File: src/rtl/writeback_regfile.sv
// rtl/writeback_regfile.sv - MEM/WB write-back: result select, register/flags commit, bypassed reads, commit counter
module writeback_regfile #(
    parameter int WIDTH = 32,
    parameter int NREGS = 16,
    parameter int CNTW  = 16
) (
    input  logic                     clk,
    input  logic                     reset,
    input  logic                     RegWriteW,
    input  logic                     MemtoRegW,
    input  logic                     FlagsWriteW,
    input  logic [1:0]               ALUFlagsW,
    input  logic [$clog2(NREGS)-1:0] WA3W,
    input  logic [WIDTH-1:0]         ReadDataW,
    input  logic [WIDTH-1:0]         ALUOutW,
    input  logic [$clog2(NREGS)-1:0] RA1D,
    input  logic [$clog2(NREGS)-1:0] RA2D,
    input  logic [$clog2(NREGS)-1:0] RA3D,
    output logic [WIDTH-1:0]         ResultW,
    output logic [WIDTH-1:0]         RD1D,
    output logic [WIDTH-1:0]         RD2D,
    output logic [WIDTH-1:0]         RD3D,
    output logic [1:0]               FlagsD,
    output logic [CNTW-1:0]          CommitCount
);

    localparam int AW = $clog2(NREGS);

    logic [WIDTH-1:0] regs [NREGS];
    logic [1:0]       flags;
    logic [CNTW-1:0]  commit_count;
    logic             active;
    logic             commit;

    assign ResultW = MemtoRegW ? ReadDataW : ALUOutW;
    assign commit  = RegWriteW || FlagsWriteW;

    // active stays low through the edge on which reset is released, so a
    // commit coinciding with the release edge is dropped.
    always_ff @(posedge clk or negedge reset) begin
        if (!reset) begin
            active       <= 1'b0;
            flags        <= 2'b00;
            commit_count <= '0;
            for (int i = 0; i < NREGS; i++) begin
                regs[i] <= '0;
            end
        end else begin
            active <= 1'b1;
            if (active) begin
                if (RegWriteW) begin
                    regs[WA3W] <= ResultW;
                end
                if (FlagsWriteW) begin
                    flags <= ALUFlagsW;
                end
                if (commit && (commit_count != {CNTW{1'b1}})) begin
                    commit_count <= commit_count + CNTW'(1);
                end
            end
        end
    end

    function automatic logic [WIDTH-1:0] read_port(input logic [AW-1:0] ra);
        return (RegWriteW && (WA3W == ra)) ? ResultW : regs[ra];
    endfunction

    always_comb begin
        RD1D = read_port(RA1D);
        RD2D = read_port(RA2D);
        RD3D = read_port(RA3D);
    end

    assign FlagsD      = FlagsWriteW ? ALUFlagsW : flags;
    assign CommitCount = commit_count;

endmodule

File: config.mk
export PLATFORM = sky130hd
export DESIGN_NAME = writeback_regfile
export DESIGN_NICKNAME = d
export VERILOG_FILES = /design/src/rtl/writeback_regfile.sv
export SDC_FILE = /design/constraint.sdc
export NUM_CORES = 1
export LEC_CHECK = 0
export BUFFER_PORTS_ARGS = -buffer_cell sky130_fd_sc_hd__buf_2
export CORE_UTILIZATION = 50
export DETAILED_ROUTE_END_ITERATION = 16
export GPL_ROUTABILITY_DRIVEN = 0
export PLACE_DENSITY = 0.68
export SYNTH_ARGS = -nofsm -noshare
export SYNTH_HDL_FRONTEND = slang
export SYNTH_SLANG_ARGS = --single-unit
File: constraint.sdc
create_clock -name clk -period 6.6 [get_ports clk]
set_input_delay 1.32 -clock clk [delete_from_list [all_inputs] [get_ports clk]]
set_output_delay 1.32 -clock clk [all_outputs]
set_load 0.01 [all_outputs]
# Yosys cells after proc, flatten, opt, wreduce, memory -nomap -nowiden
# Cells that the tools add are included.
classes:
  n_addsub: 1
  n_lt_le_gt_ge: 5
  eq_ne: 4
  muxes: 17
  bitwise: 4
  n_reduce_logical: 8
ops:
  columns: ["cell", "n"]
  rows:
  - ["512-bit bitwise mux", 1]
  - ["32-bit binary-select mux with 4-bit select", 3]
  - ["32-bit 2-to-1 mux", 11]
  - ["32-bit demux with 4-bit select", 1]
  - ["5-bit greater-or-equal comparator, second input constant", 4]
  - ["4-bit inverter with 5-bit output", 4]
  - ["16-bit by 1-bit adder with 16-bit output, second input constant", 1]
  - ["16-bit inequality test, second input constant", 1]
  - ["4-bit == test", 3]
  - ["1-bit logical AND", 5]
  - ["5-bit by 1-bit < comparator with 1-bit output, second input constant", 1]
  - ["2-bit AND reduction", 2]
  - ["2-bit 2-to-1 mux", 1]
  - ["1-bit logical OR", 1]
word_totals:
  register_bits: 531
  inputBits: 87
  output_inout_bits: 146

# Longest topological paths before layout
# Gate-level depths: netlist of the first run.
logic_depth:
  depth_word: 6
  ltp_mapped: 7
  depth_no_buf: 5

# Worst setup path before layout of the first run
# Ideal clock, no wire load.
synth_timing:
  path_kind: "input port to output port"
  from: "input RA1D[1]"
  to: "output RD1D[22]"
  arrival_ns: 2.799
  setup_slack_ns: 2.481
  path_stages: 6
  cell_sequence: "buf_2 -> clkbuf_1 -> buf_2 -> mux4_2 -> a221oi_1 -> mux2i_1"
synth_via:
  elab_chain_len: 5
synth_rtl:
  columns: ["element", "line_no", "rtl"]
  rows:
  - ["start: declaration", "16", "input logic [$clog2(NREGS)-1:0] RA1D,"]
  - ["4-bit inverter with 5-bit output (not written as such)", "65", "return (RegWriteW && (WA3W == ra)) ? ResultW : regs[ra];"]
  - ["32-bit binary-select mux with 4-bit select", "65", null]
  - ["32-bit 2-to-1 mux (not written as such) (2 in a row)", "65", null]
  - ["32-bit 2-to-1 mux *", "65", null]
  - ["end: declaration", "20", "output logic [WIDTH-1:0] RD1D,"]
# Mark *: on every way between the ends. The rest lies on a longest branch, timed or not. The select of a mux whose other input is x is not followed.

# Worst setup path in the final report of the first run
layout_timing:
  from: "input RA2D[0]"
  to: "output RD2D[10]"
layout_via:
  elab_chain_len: 5
layout_rtl:
  columns: ["element", "line_no", "rtl"]
  rows:
  - ["start: declaration", "17", "input logic [$clog2(NREGS)-1:0] RA2D,"]
  - ["4-bit inverter with 5-bit output (not written as such)", "65", null]
  - ["32-bit binary-select mux with 4-bit select", "65", null]
  - ["32-bit 2-to-1 mux (not written as such) (2 in a row)", "65", null]
  - ["32-bit 2-to-1 mux *", "65", null]
  - ["end: declaration", "21", "output logic [WIDTH-1:0] RD2D,"]
# Marked as above.

==> results of run 1 <==
how the worst max path moves through the flow:
stage            start  endpoint
2_1_floorplan  RA1D[1]  RD1D[22]
3_5_place_dp   RA1D[0]  RD1D[30]
3_3_place_gp   RA1D[0]  RD1D[30]
6_report       RA2D[0]  RD2D[10]
4_1_cts        RA1D[0]  RD1D[30]
5_1_grt        RA2D[0]   RD2D[7]
sequential cells by signal, summed over array words and instances, names as in the netlist:
name         cells
CommitCount     16
flags            2
active           1
regs           512
cell families (layout without fill, tap and decap cells):
| family | after synthesis | in the layout | synth area share |
|---|---|---|---|
| xor gates and xnor gates | 26 | 26 | 0.00718 |
| muxes | 521 | 521 | 0.318 |
| AOI/OAI and AO/OA | 711 | 711 | 0.135 |
| adders and majority gates | 1 | 1 | 0.000395 |
| buffers and inverters | 345 | 465 | 0.0478 |
| other | 1 | 1 | 0.000118 |
| and+or+nand+nor | 578 | 578 | 0.0727 |
| DFF | 531 | 531 | 0.419 |
synth_stat cells, types with 3 or more instances:
cell type and count:
buf_4 22, nand4_1 4, o21ai_0 116, mux4_2 387, buf_1 12, clkbuf_1 225
o21ai_1 46, a221oi_1 93, xnor2_1 11, inv_1 35, xor2_1 15, mux2i_1 126
nor3_1 6, or3_1 4, a211oi_1 4, nand2_1 165, a22o_1 93, nor3_2 5
nor2b_1 6, a21oi_1 354, buf_2 39, nand3_1 10, dfrtp_1 531, nor2_1 364
and2_0 3, mux2_2 8, o2111ai_1 3, buf_6 12
layout make-up:
| cell class | count | area [µm²] |
|---|---|---|
| fill | 5106 | 26500 |
| clock inverter | 26 | 430 |
| timing repair buffer | 324 | 2010 |
| inverter | 35 | 131 |
| tap | 837 | 1050 |
| sequential | 531 | 13300 |
| clock buffer | 80 | 1630 |
| multi-input combinational | 1838 | 17100 |
layout by cell type, fill, tap and decap left out, drive strengths merged, types with 2 or more instances in the layout:
cell,netlist,routed
o2111ai,3,3
nor2b,6,6
xnor2,11,11
a21oi,354,354
nand4b,2,2
a221oi,93,93
or4,2,2
buf,85,321
mux2,8,8
and3,2,2
clkbuf,225,83
nor3,11,11
and2,3,3
nand4,4,4
mux4,387,387
nand2,165,165
nand3,10,10
xor2,15,15
nor2,364,364
mux2i,126,126
a211oi,4,4
nand2b,2,2
dfrtp,531,531
inv,35,38
or3,4,4
bufinv,0,11
clkinv,0,11
o21ai,162,162
and4,2,2
a22o,93,93
power groups by stage:
stage	Sequential [mW]	Combinational, mW	Clock, mW
3_3_place_gp	4.66	2.98	0
4_1_cts	4.71	3.10	3.57
2_1_floorplan	4.54	2.31	0
5_1_grt	4.85	3.36	3.69
3_5_place_dp	4.77	3.09	0
6_report	4.75	3.11	3.54
stage by stage:
step / setup slack (ns) / hold slack [ns] / utilization / instance area (µm²) / power, mW
after floorplan: 2.48 / 0.477 / - / 31700 / 6.85
after global placement: 1.40 / 0.477 / 0.540 / 33600 / 7.65
after detailed placement: 1.41 / 0.484 / 0.540 / 33600 / 7.86
after CTS: 1.39 / 0.493 / 0.573 / 35600 / 11.4
after global routing: 1.26 / 0.519 / 0.573 / 35600 / 11.9
final: 1.41 / 0.492 / 0.573 / 35600 / 11.4
metal layers:
metal,GRT usage,part of all wire
met4,0.153,0.047
met1,0.423,0.37
met5,0,0.00013
met3,0.0668,0.11
met2,0.501,0.48
==> results.json, run 1 <==
{
  "vdd_drop_max_uv": 222,
  "intPower_mw": 7.84,
  "min_to": "CommitCount[13]$_DFFE_PN0P_",
  "fp.dieH_um": 254,
  "dr.pass1.iters": 5,
  "crit_path_top_delay_cell": "nand3_2",
  "cts.repair.resized": 0,
  "hold_start": "CommitCount[13]$_DFFE_PN0P_",
  "num-nets-final": 2875,
  "instances_no_fill": 3671,
  "grt_pass1_wl_mm": 153,
  "cp_num_buf_inv": 3,
  "path_class": "in2out",
  "grt_pass1_vias": 25300,
  "grt_start_max_net_pins": 170,
  "routed_wl_mm": 101,
  "wl_per_cell_um": 27.5,
  "r2r-end": "regs[270]$_DFFE_PN0P_",
  "routed_via_density": 6.83,
  "slew_headroom": 0.148,
  "layout-area-overhead-vs-synth_pct": 12.4,
  "pin_count": 233,
  "coreArea_um2": 62200,
  "ys_seq_elements": 531,
  "row_count": 91,
  "hold_path_depth": 1,
  "clock_sinks": 531,
  "reg2reg_from": "active$_DFF_PN0_",
  "p_switching_mw": 3.55,
  "p_seq_frac": 0.417,
  "pwr-share-comb": 0.273,
  "fmax_mhz": 193,
  "synth_flop_cell": "dfrtp_1",
  "drive_above_1_share": 0.299,
  "yosysSeqAreaShare": 0.419,
  "r2r_cells": 5,
  "dp_hpwl_mm": 59.5,
  "syn_inst": 2714,
  "post-cts-setup-buffers": 0,
  "cts_inserted_buffers": 57,
  "worst-r2r-setup-slack_ns": 3.73,
  "setup_viol": 0,
  "cp.depth": 7,
  "p_sw_frac": 0.312,
  "cts_tree": "yes",
  "synthArstFlopShare": 1.00,
  "clock_skew_ns": 0.0160,
  "crit_chain": "clkbuf_8, xor2_1, nor3_1, nand3_2, buf_4, mux2i_1, buf_2",
  "grt_usage": 0.318,
  "p_per_area_nw_per_um2": 320,
  "syn_area_um2": 31700,
  "required_ns": 5.28,
  "dieArea_um2": 64400,
  "antenna_left": 0,
  "overflow": 0,
  "tightest_slew_ns": 1.27,
  "status": "finished clean",
  "crit_path_end_kind": "output pin",
  "leakagePower_nw": 15.4,
  "report.final.hold_viol_count": 0,
  "min_period_ns": 5.19,
  "yosys.area.top_type": "dfrtp_1",
  "clkLatencyLatePin_ns": 0.65,
  "portBuffers": 232,
  "rsz0062_at_grt": "false",
  "clk_path_buf_depth": 3,
  "critPathTopFamily": "buffers and inverters",
  "synth_top_area_frac": 0.419,
  "min_path_type": "reg2reg",
  "dieWidth_um": 254,
  "fin_setup_tns_ns": 0,
  "yosys_warnings": 0,
  "drc": 0,
  "p_clk_frac": 0.310,
  "startpoint_type": "input pin",
  "min_period_over_period": 0.786,
  "path_max_fanout": 43,
  "drv_slew": 0,
  "num_antenna_cells": 0,
  "slowest_delay_ns": 0.68,
  "synth_fp_nets": 2802,
  "place_inst": 3565,
  "synth_edf_count": 0,
  "num_vias": 25100,
  "initial_utilization": 0.510,
  "yosys-top-cells-area": "dfrtp_1, mux4_2, a21oi_1",
  "synth.distinct_cells": 38,
  "cts_max_level": 2,
  "clkSlewWorstSetupHoldPaths_ns": 0.06,
  "drv_cap": 0,
  "antenna_found_initial": 2,
  "syn_area_per_cell_um2": 11.7,
  "clk_root_buffer_cell": "clkbuf_16",
  "arrival_ns": 3.87,
  "drtIter0Drc": 3066,
  "hold_buffers": 0
}
Power figures use the tool's default switching activity.
==> run 2: changes to the inputs <==
Clock period 6.6 ns to 5.2 ns, I/O delays scaled along.
==> run 2 against run 1 <==
  * Cell area rose by 1.3%
  * Die area did not move
  * Routed wire length fell by 0.63%
  * First-iteration DRC count rose by 5.3%
  * Critical endpoint is now RD3D[30]
  * Largest power group unchanged
==> results.json, run 2 (synthesis gave the netlist of run 1 again) <==
{
  "status": "finished clean",
  "grt_pass1_vias": 25600,
  "p_per_area_nw_per_um2": 397,
  "grt_start_max_net_pins": 120,
  "final_cell_mix": "dfrtp_1, mux4_2, nor2_1, a21oi_1, buf_2",
  "grt_usage": 0.318,
  "vdd_drop_max_uv": 296,
  "num_antenna_cells": 0,
  "finalPower_mw": 14.3,
  "leakagePower_nw": 15.7,
  "crit_path_end_kind": "output pin",
  "fp.dieH_um": 254,
  "num_vias": 25200,
  "drive_above_1_share": 0.306,
  "drc": 0,
  "portBuffers": 232,
  "initial_utilization": 0.510,
  "clk_path_buf_depth": 3,
  "wl_per_cell_um": 27.1,
  "dr.pass1.iters": 6,
  "utilization": 0.580,
  "clk_root_buffer_cell": "clkbuf_16",
  "overflow": 0,
  "setup_viol": 0,
  "fmax_mhz": 225,
  "fin_setup_tns_ns": 0,
  "slew_headroom": 0.272,
  "clkSlewWorstSetupHoldPaths_ns": 0.06,
  "cts.repair.resized": 0,
  "clock_skew_ns": 0.0185,
  "min_period_over_period": 0.853,
  "path_max_fanout": 34,
  "post-cts-setup-buffers": 0,
  "arrival_ns": 3.39,
  "dp_worst_setup_slack_ns": 0.749,
  "routed_wl_mm": 100,
  "antenna_left": 0,
  "coreArea_um2": 62200,
  "row_count": 91,
  "antenna_found_initial": 0,
  "drv_cap": 0,
  "cts_inserted_buffers": 56,
  "layout-area-overhead-vs-synth_pct": 13.8,
  "clock_sinks": 531,
  "routed_via_density": 6.79,
  "setup_ws_ns": 0.765,
  "required_ns": 4.16,
  "tightest_slew_ns": 1.09,
  "final_common_cell": "dfrtp_1",
  "min_path_type": "in2async",
  "dieArea_um2": 64400,
  "dp_hpwl_mm": 60.8,
  "clkLatencyLatePin_ns": 0.64,
  "pin_count": 233,
  "hold_buffers": 0,
  "cts_max_level": 2,
  "path_class": "in2out",
  "min_period_ns": 4.43,
  "report.final.hold_viol_count": 0,
  "drtIter0Drc": 3228,
  "rsz0062_at_grt": "false",
  "cts_tree": "yes",
  "largest_reg_flops": 512,
  "grt_pass1_wl_mm": 154,
  "startpoint_type": "input pin",
  "regMostFlops": "regs",
  "num-nets-final": 2917,
  "drv_slew": 0,
  "whs_ns": 0.495,
  "dieWidth_um": 254
}
==> run 2: cell count changes in the layout (fill, tap and decap cells not counted), sizes merged <==
cell	previous run	this run
clkinvlp	1	3
inv	38	35
buf	321	364
clkbuf	83	89
clkinv	11	5
bufinv	11	7
==> run 2: metal layers <==
layer	vias up	GRT usage	share of wire	routed length (µm)
met5	-	0	0	0
met4	0	0.156	0.047	4740
met3	345	0.0528	0.098	9820
met2	1547	0.510	0.48	48300
met1	12800	0.424	0.37	37600
li1	10500	-	-	-
==> run 2: worst paths after layout <==
check,start,end,slack [ns],cells past startpoint
worst max-delay path,RA3D[0],RD3D[30],0.77,6
worst min-delay path,reset,CommitCount[12]$_DFFE_PN0P_,0.49,1
worst max register to register,active$_DFF_PN0_,regs[176]$_DFFE_PN0P_,2.72,5
worst min register to register,CommitCount[13]$_DFFE_PN0P_,CommitCount[13]$_DFFE_PN0P_,0.49,1
max in group asynchronous,reset,regs[285]$_DFFE_PN0P_,3.46,2
min in group clk,CommitCount[13]$_DFFE_PN0P_,CommitCount[13]$_DFFE_PN0P_,0.50,1
==> run 2: critical path, cell delays in order <==
cell	delay, ns
clkbuf_8	0.41
buf_4	0.39
mux4_2	0.56
mux4_2	0.51
mux2_2	0.29
buf_2	0.14
==> run 2: power breakdown <==
group	internal, mW	switching [mW]	total (mW)	leakage, nW
Clock	2.58	1.71	4.29	0.954
Combinational	2.19	1.79	3.98	8.17
Sequential	5.07	0.965	6.04	6.53
Total	9.84	4.47	14.3	15.7
==> run 2: layout make-up <==
cell class | instances | area, µm²
fillers | 5036 | 26100
multi-input cells | 1838 | 17100
flip-flops and latches | 531 | 13300
repair buffers | 367 | 2550
clock buffers | 86 | 1700
well taps | 837 | 1050
clock inverters | 15 | 269
inverters | 35 | 131
==> run 2: through the flow <==
step	cell area (µm²)	cells
2_1_floorplan	31700	2714
3_3_place_gp	34100	3608
3_5_place_dp	34100	3608
4_1_cts	36100	3709
5_1_grt	36100	3709
6_report	36100	3709
